===== src/rtl/div_rep_ctrl_pkg.sv =====
// Purpose: shared types for the repeated-subtraction divider.
// Latency: n/a (types only).
// Backpressure: n/a.
package div_pkg;

  localparam int unsigned DIV_N_DEF = 4;

  typedef enum logic [1:0] {
    IDLE,
    RUN,
    DONE
  } div_state_t;

endpackage


===== src/rtl/div_rep_ctrl_sub_borrow.sv =====
// Purpose: N-bit ripple subtractor a-b built from one-bit full-adder cells.
// Latency: combinational.
// Backpressure: none.
// Ports: a, b (N) operands; diff (N) = a-b mod 2^N; borrow = 1 when a < b.

module sum_1 (
  input  logic a,
  input  logic b,
  input  logic cin,
  output logic s,
  output logic cout
);
  assign s    = a ^ b ^ cin;
  assign cout = (a & b) | (a & cin) | (b & cin);
endmodule

module sub_borrow #(
  parameter int unsigned N = 4
) (
  input  logic [N-1:0] a,
  input  logic [N-1:0] b,
  output logic [N-1:0] diff,
  output logic         borrow
);
  // a - b = a + ~b + 1; the final carry is the inverse of the borrow.
  logic [N:0] carry;

  assign carry[0] = 1'b1;

  for (genvar i = 0; i < N; i++) begin : g_cell
    sum_1 u_cell (
      .a    (a[i]),
      .b    (~b[i]),
      .cin  (carry[i]),
      .s    (diff[i]),
      .cout (carry[i+1])
    );
  end

  assign borrow = ~carry[N];
endmodule


===== src/rtl/div_rep_ctrl.sv =====
// Purpose: unsigned N-bit divider by repeated subtraction, start/busy/done handshake.
// Latency: done in cycle Q+2 after acceptance (cycle 1 for a zero divisor).
// Backpressure: none; start is ignored outside IDLE and never queued.
// Ports: clk, rst (sync, active-high); start, dividend, divisor in; busy, done,
//        quotient, remainder, div_by_zero out (all registered).

module div_rep_ctrl
  import div_pkg::*;
#(
  parameter int unsigned N = DIV_N_DEF
) (
  input  logic         clk,
  input  logic         rst,
  input  logic         start,
  input  logic [N-1:0] dividend,
  input  logic [N-1:0] divisor,
  output logic         busy,
  output logic         done,
  output logic [N-1:0] quotient,
  output logic [N-1:0] remainder,
  output logic         div_by_zero
);

  div_state_t  state_q, state_d;
  logic [N-1:0] a_reg_q, a_reg_d;
  logic [N-1:0] b_reg_q, b_reg_d;
  logic [N-1:0] q_cnt_q, q_cnt_d;
  logic         busy_q, busy_d;
  logic         done_q, done_d;
  logic [N-1:0] quotient_q, quotient_d;
  logic [N-1:0] remainder_q, remainder_d;
  logic         dbz_q, dbz_d;

  logic [N-1:0] diff;
  logic         borrow;

  sub_borrow #(.N(N)) u_sub (
    .a      (a_reg_q),
    .b      (b_reg_q),
    .diff   (diff),
    .borrow (borrow)
  );

  // Results are loaded on the transition into DONE so they are already
  // visible in the done cycle.
  always_comb begin
    state_d     = state_q;
    a_reg_d     = a_reg_q;
    b_reg_d     = b_reg_q;
    q_cnt_d     = q_cnt_q;
    busy_d      = 1'b0;
    done_d      = 1'b0;
    quotient_d  = quotient_q;
    remainder_d = remainder_q;
    dbz_d       = dbz_q;

    case (state_q)
      IDLE: begin
        if (start) begin
          a_reg_d = dividend;
          b_reg_d = divisor;
          q_cnt_d = '0;
          if (divisor == '0) begin
            state_d     = DONE;
            done_d      = 1'b1;
            quotient_d  = '1;
            remainder_d = dividend;
            dbz_d       = 1'b1;
          end else begin
            state_d = RUN;
            busy_d  = 1'b1;
          end
        end
      end
      RUN: begin
        if (!borrow) begin
          a_reg_d = diff;
          q_cnt_d = q_cnt_q + N'(1);
          busy_d  = 1'b1;
        end else begin
          state_d     = DONE;
          done_d      = 1'b1;
          quotient_d  = q_cnt_q;
          remainder_d = a_reg_q;
          dbz_d       = 1'b0;
        end
      end
      DONE: begin
        state_d = IDLE;
      end
      default: begin
        state_d = IDLE;
      end
    endcase
  end

  always_ff @(posedge clk) begin
    if (rst) begin
      state_q     <= IDLE;
      a_reg_q     <= '0;
      b_reg_q     <= '0;
      q_cnt_q     <= '0;
      busy_q      <= 1'b0;
      done_q      <= 1'b0;
      quotient_q  <= '0;
      remainder_q <= '0;
      dbz_q       <= 1'b0;
    end else begin
      state_q     <= state_d;
      a_reg_q     <= a_reg_d;
      b_reg_q     <= b_reg_d;
      q_cnt_q     <= q_cnt_d;
      busy_q      <= busy_d;
      done_q      <= done_d;
      quotient_q  <= quotient_d;
      remainder_q <= remainder_d;
      dbz_q       <= dbz_d;
    end
  end

  assign busy        = busy_q;
  assign done        = done_q;
  assign quotient    = quotient_q;
  assign remainder   = remainder_q;
  assign div_by_zero = dbz_q;

endmodule


===== config.mk =====
export PLATFORM = sky130hd
export DESIGN_NAME = div_rep_ctrl
export DESIGN_NICKNAME = d
export VERILOG_FILES = /design/src/rtl/div_rep_ctrl_pkg.sv /design/src/rtl/div_rep_ctrl_sub_borrow.sv /design/src/rtl/div_rep_ctrl.sv
export SDC_FILE = /design/constraint.sdc
export NUM_CORES = 1
export LEC_CHECK = 0
export ABC_AREA = 0
export CORE_AREA = 10 10 59 61
export CTS_CLUSTER_SIZE = 28
export DETAILED_ROUTE_END_ITERATION = 7
export DIE_AREA = 0 0 69 71
export PLACE_DENSITY = 0.8
export REMOVE_ABC_BUFFERS = 1
export SYNTH_ARGS = -nofsm -noshare
export SYNTH_HDL_FRONTEND = slang
export SYNTH_SLANG_ARGS = --single-unit

===== constraint.sdc =====
create_clock -name clk -period 3.25 [get_ports clk]
set_input_delay 0.325 -clock clk [delete_from_list [all_inputs] [get_ports clk]]
set_output_delay 0.325 -clock clk [all_outputs]
set_load 0.02 [all_outputs]

==> metrics.md, run 1 <==
| Metric | Value |
|---|---|
| Clock Skews | `0.00257 ns` |
| Worst Setup SP | `a_reg_q[0]` |
| Part of the Yosys area used for sequential elements | `0.437` |
| Worst Hold Class | `reg -> reg` |
| Leak | `0.501 nW` |
| Initial antenna violation count | `0` |
| Post-Place Worst Slack | `0.250 ns` |
| Num CTS Buffers | `3` |
| Postcts setup bufs | `0` |
| Wire length per cell | `14.0 um` |
| Register area | `500 sq um` |
| Pin count of the biggest net entering global routing | `26` |
| CP max FO | `8` |
| Max-cap violations | `0` |
| Mapped Area | `0.00114 sq mm` |
| Final worst path period need | `2.87 ns` |
| Post-DRT Antenna Nets | `0` |
| Synth warn | `0` |
| Final Setup Violations | `0` |
| Least-Margin Pin Slew | `0.973 ns` |
| Reg clk slew, reported paths | `0.13 ns` |
| Crit share post-route | `0.883` |
| Pwr dens | `493 mW/mm^2` |
| WHS | `0.482 ns` |
| Cts repair resizes | `0` |
| Cell area after layout | `0.00139 sq mm` |
| Max Root-Sink Buffers | `2` |
| Crit Path Category | `reg -> reg` |
| Setup_tns | `0 ns` |
| Cell variety after synth | `28` |
| ANT cells | `0` |
| Ports | `22` |
| Vias/cell | `5.48` |
| Slew margin rel. | `0.350` |
| Post-Route WL | `2470 um` |
| Syn Area/Cell | `8.81 sq um` |
| Placer's final routability congestion estimate | `0.825` |
| Layout cells sized above 1 | `0.0748` |
| First-pass GRT wire length | `4240 um` |
| Filler instances | `234` |
| Clock Sinks | `25` |
| Die Wd | `69 um` |
| Non-filler cells, final | `177` |
| Reg2Reg Setup Slack | `0.38 ns` |
| Placement Cell Area | `0.00136 sq mm` |
| IO Port Bufs | `21` |
| Register-to-Register Path Depth | `9` |
| Hold Vio Cnt, Final | `0` |
| Area Growth Syn to Fin | `21.0%` |
| Worst-Skew Late Latency | `0.32 ns` |
| Final net count | `164` |
| Status | `finished clean` |
| DRT Pass-1 Iters | `7` |
| R2R Path End | `a_reg_q[0]` |
| Total Power | `0.682 mW` |
| Critical Path RT | `3.43 ns` |
| Starting Density | `0.480` |
| DIE AREA | `0.00490 sq mm` |
| Post-layout util | `0.580` |
| HPWL after DPL | `1860 um` |
| RSZ-0062 raised after global routing | `no` |
| # DRC | `0` |
| GRT Overall Usage | `0.101` |
| Final Max Slew Viols | `0` |
| Worst setup SP type | `flip-flop` |
| Chip Height | `71 um` |
| Cells after Synth | `130` |
| H-tree levels | `1` |
| Vias in the first global route | `959` |
| Cts hold-fix bufs | `0` |
| Routed vias | `970` |
| Worst setup endpoint | `a_reg_q[0]` |
| Num rows | `18` |
| Max frequency | `348 MHz` |
| Worst IR drop on VDD | `290 uV` |
| Flops & latches, synth | `25` |
| Final worst setup slack | `0.380 ns` |
| Total placed cells including tap cells | `173` |
| CTS tree | `built` |
| R2R Path Start | `a_reg_q[0]` |
| DRT iter0 DRCs | `32` |
| Core area | `0.00239 sq mm` |
| Data arrival, critical path | `3.05 ns` |
| Total gr overflow | `0` |
| Area of the multi-input gates | `588 sq um` |
| Setup crit end kind | `flip-flop` |
| Root buf cell | `clkbuf_4` |
==> worst max-delay path, stage by stage (launching register included) <==
cell and delay (ns):
dfxtp_1 0.37, inv_1 0.05, ha_1 0.18, fa_1 0.38
fa_1 0.39, fa_1 0.41, nand2b_1 0.26, a21oi_2 0.37
o211ai_1 0.15, nor3b_1 0.16
==> Yosys cell counts (all sizes together) <==
cell	number	area, sq um
nand2b	3	18.8
nor2	16	62.6
a311oi	4	35.0
nand3	3	15.0
o21a	1	7.51
dfxtp	25	500
nor3	6	40.0
inv	6	22.5
o21ai	4	20.0
nor3b	3	27.5
ha	2	25.0
nor2b	1	6.26
nand2	21	78.8
or4	1	11.3
a21o	1	7.51
o211ai	4	30.0
fa	3	60.1
buf	2	15.0
xnor2	2	17.5
clkbuf	6	22.5
a211oi	6	50.1
a21oi	9	45.0
a221oi	1	26.3
==> area by class of cell <==
| cell class | count | share of cell area |
|---|---|---|
| Clock buffer | 4 | 0.0190 |
| Tap cell | 30 | 0.0271 |
| Timing Repair Buffer | 21 | 0.152 |
| Sequential cell | 25 | 0.361 |
| Inverter | 6 | 0.0163 |
| Multi-Input combinational cell | 91 | 0.425 |
==> how the worst min path moves through the flow <==
stage	start	to	slack, ns	depth (start not counted)
after floorplan	rst	quotient[3]	0.39	1
after global placement	a_reg_q[1]	a_reg_q[1]	0.46	2
after CTS	a_reg_q[1]	a_reg_q[1]	0.49	2
after global routing	a_reg_q[1]	a_reg_q[1]	0.49	2
after detailed placement	a_reg_q[1]	a_reg_q[1]	0.46	2
final	a_reg_q[1]	a_reg_q[1]	0.48	2
==> sequential cells by signal (all words and copies together) (netlist names) <==
name / count
b_reg_q: 4
q_cnt_q: 4
div_by_zero: 1
remainder: 4
done: 1
a_reg_q: 4
busy: 1
quotient: 4
state_q: 2
==> where the power goes <==
part           internal [mW]  switching (mW)  leakage, nW
Clock                 0.0480          0.0917       0.0150
Combinational         0.0823           0.105        0.281
Sequential             0.335          0.0204        0.205
Total                  0.465           0.217        0.501
==> cell usage in the layout (no fill, tap or decap), types with 5 or more instances in the layout <==
cell type / Yosys / routed
dfxtp_1: 25 / 25
nor2_1: 15 / 15
nand2_1: 21 / 21
a211oi_1: 5 / 5
clkdlybuf4s50_1: 0 / 21
inv_1: 6 / 6
a21oi_1: 9 / 8
==> metal layers <==
layer	wire length, um	GRT usage
met3	171	0.0349
met5	0	0
met1	1120	0.121
met2	1120	0.159
met4	58	0.0492
==> kinds of logic (layout without fill, tap and decap cells) <==
kind of cell	Yosys count	after routing	share of synthesized area
simple gates	54	54	0.227
buf+inv	14	31	0.0525
xor+xnor	2	2	0.0153
compound gates	30	30	0.193
fa+ha+maj	5	5	0.0743
flops	25	25	0.437
No activity file was read; power rests on OpenSTA's default activity.
==> run 2: changes to the inputs <==
CORE_AREA = 10 10 73 75   (was 10 10 59 61)
DIE_AREA = 0 0 83 85   (was 0 0 69 71)
PLACE_DENSITY = 0.54   (was 0.8)
SLEW_MARGIN = 20   (was not set)
==> metrics.md, run 2 (synthesized netlist as in run 1, its figures left out) <==
| Metric | Value |
|---|---|
| Post-layout util | `0.366 (was 0.580)` |
| RSZ-0062 raised after global routing | `no (unchanged)` |
| Reg clk slew, reported paths | `0.09 ns (was 0.13 ns)` |
| Setup_tns | `0 ns (unchanged)` |
| Cts hold-fix bufs | `0 (unchanged)` |
| Most frequent cells in the layout | `dfxtp_1 (25), nand2_1 (21), clkdlybuf4s50_1 (21), nor2_1 (15), a21oi_1 (9) (was dfxtp_1 (25), nand2_1 (21), clkdlybuf4s50_1 (21), nor2_1 (15), a21oi_1 (8))` |
| Pin count of the biggest net entering global routing | `26 (unchanged)` |
| Core area | `0.00391 sq mm (was 0.00239 sq mm)` |
| HPWL after DPL | `1880 um (was 1860 um)` |
| Max frequency | `363 MHz (was 348 MHz)` |
| Vias/cell | `4.65 (was 5.48)` |
| Num rows | `23 (was 18)` |
| Final worst path period need | `2.76 ns (was 2.87 ns)` |
| Max Root-Sink Buffers | `2 (unchanged)` |
| Data arrival, critical path | `2.88 ns (was 3.05 ns)` |
| Critical Path RT | `3.38 ns (was 3.43 ns)` |
| Final Setup Violations | `0 (unchanged)` |
| Placer's final routability congestion estimate | `0.776 (was 0.825)` |
| Pwr dens | `509 mW/mm^2 (was 493 mW/mm^2)` |
| Area Growth Syn to Fin | `25.1% (was 21.0%)` |
| ANT cells | `0 (unchanged)` |
| Clock Sinks | `25 (unchanged)` |
| CP max stage delay | `0.41 ns (about the same)` |
| Cts repair resizes | `0 (unchanged)` |
| Die Wd | `83 um (was 69 um)` |
| CP dominant cell by count | `fa_1 (unchanged)` |
| DIE AREA | `0.00706 sq mm (was 0.00490 sq mm)` |
| Starting Density | `0.293 (was 0.480)` |
| H-tree levels | `1 (unchanged)` |
| Slew margin rel. | `0.353 (was 0.350)` |
| Setup crit end kind | `flip-flop (unchanged)` |
| Vias in the first global route | `903 (was 959)` |
| Non-filler cells, final | `198 (was 177)` |
| # DRC | `0 (unchanged)` |
| Total gr overflow | `0 (unchanged)` |
| Root buf cell | `clkbuf_8 (was clkbuf_4)` |
| Top cell family by delay on the critical path | `adder cells (unchanged)` |
| Worst IR drop on VDD | `311 uV (was 290 uV)` |
| Total placed cells including tap cells | `194 (was 173)` |
| GRT Overall Usage | `0.0751 (was 0.101)` |
| Max-cap violations | `0 (unchanged)` |
| Postcts setup bufs | `0 (unchanged)` |
| Wire length per cell | `12.8 um (was 14.0 um)` |
| Clock Skews | `0.00520 ns (was 0.00257 ns)` |
| Chip Height | `85 um (was 71 um)` |
| Layout cells sized above 1 | `0.0743 (was 0.0748)` |
| DRT Pass-1 Iters | `4 (was 7)` |
| Area of the multi-input gates | `584 sq um (was 588 sq um)` |
| Worst-Skew Late Latency | `0.27 ns (was 0.32 ns)` |
| Hold Vio Cnt, Final | `0 (unchanged)` |
| Slowest-stage cell, CP | `fa_1 (unchanged)` |
| Ports | `22 (unchanged)` |
| IO Port Bufs | `21 (unchanged)` |
| Leak | `0.513 nW (was 0.501 nW)` |
| Filler instances | `427 (was 234)` |
| Worst Hold Class | `reg -> reg (unchanged)` |
| Num CTS Buffers | `3 (unchanged)` |
| First-pass GRT wire length | `4510 um (was 4240 um)` |
| Buf+Inv Stages, Crit Path | `2 (was 1)` |
| Final net count | `165 (was 164)` |
| Critical Path, Cell by Cell | `inv_1 -> ha_1 -> fa_1 -> fa_1 -> fa_1 -> nand2b_1 -> a21oi_1 -> buf_4 -> o211ai_1 -> nor3b_1 (was inv_1 -> ha_1 -> fa_1 -> fa_1 -> fa_1 -> nand2b_1 -> a21oi_2 -> o211ai_1 -> nor3b_1)` |
| Post-Route WL | `2540 um (was 2470 um)` |
| Routed vias | `920 (was 970)` |
| Post-DRT Antenna Nets | `0 (unchanged)` |
| CTS tree | `built (unchanged)` |
| Crit Path Category | `reg -> reg (unchanged)` |
| Crit share post-route | `0.848 (was 0.883)` |
| Register area | `500 sq um (unchanged)` |
| Least-Margin Pin Slew | `0.967 ns (was 0.973 ns)` |
| Final Max Slew Viols | `0 (unchanged)` |
| Most common cell after layout, fill and taps aside | `dfxtp_1 (unchanged)` |
| Initial antenna violation count | `0 (unchanged)` |
| Status | `finished clean (unchanged)` |
| CP max FO | `8 (unchanged)` |
| Worst setup SP type | `flip-flop (unchanged)` |
| DRT iter0 DRCs | `47 (was 32)` |
-- run 2: tightest hold or removal path: cells and delay by family (launching register included) --
family	cells	cell delay [ns]
flops	1	0.33
simple gates	1	0.06
compound gates	1	0.05
-- run 2: path summary, 6_finish.rpt --
path                                  from          to  slack [ns]  cells past startpoint
worst max-delay path            a_reg_q[0]  a_reg_q[3]        0.49                     10
worst min-delay path            a_reg_q[2]  a_reg_q[2]        0.49                      2
worst max register to register  a_reg_q[0]  a_reg_q[3]        0.49                     10
worst min register to register  a_reg_q[2]  a_reg_q[2]        0.49                      2
-- run 2: per-stage QoR --
step           total power [mW]  hold slack [ns]  setup slack [ns]  cell area (sq um)
4_1_cts                   0.739            0.484             0.483               1430
2_1_floorplan             0.475            0.390             0.580               1110
5_1_grt                   0.781            0.509             0.325               1430
6_report                  0.729            0.486             0.495               1430
3_3_place_gp              0.549            0.460             0.603               1390
3_5_place_dp              0.552            0.469             0.510               1390
-- run 2: layout make-up --
class | instances | share of cell area
Clock buffer | 4 | 0.0314
Inverter | 6 | 0.0157
Multi-Input combinational cell | 91 | 0.408
Sequential cell | 25 | 0.349
Tap cell | 50 | 0.0437
Timing Repair Buffer | 22 | 0.152
-- run 2: power breakdown --
group          internal, mW  total (mW)  switching [mW]  leakage (nW)
combinational        0.0831       0.185           0.102         0.286
clock                0.0878       0.188          0.0999        0.0228
sequential            0.335       0.356          0.0214         0.205
total                 0.506       0.729           0.223         0.513
-- run 2: per-layer routing --
metal  vias to the layer above  global-route usage  wire, um
met1                       410              0.0978      1260
met5                         -                   0         0
met2                        26               0.106      1040
li1                        479                   -         -
met4                         0              0.0232        34
met3                         5              0.0354       197
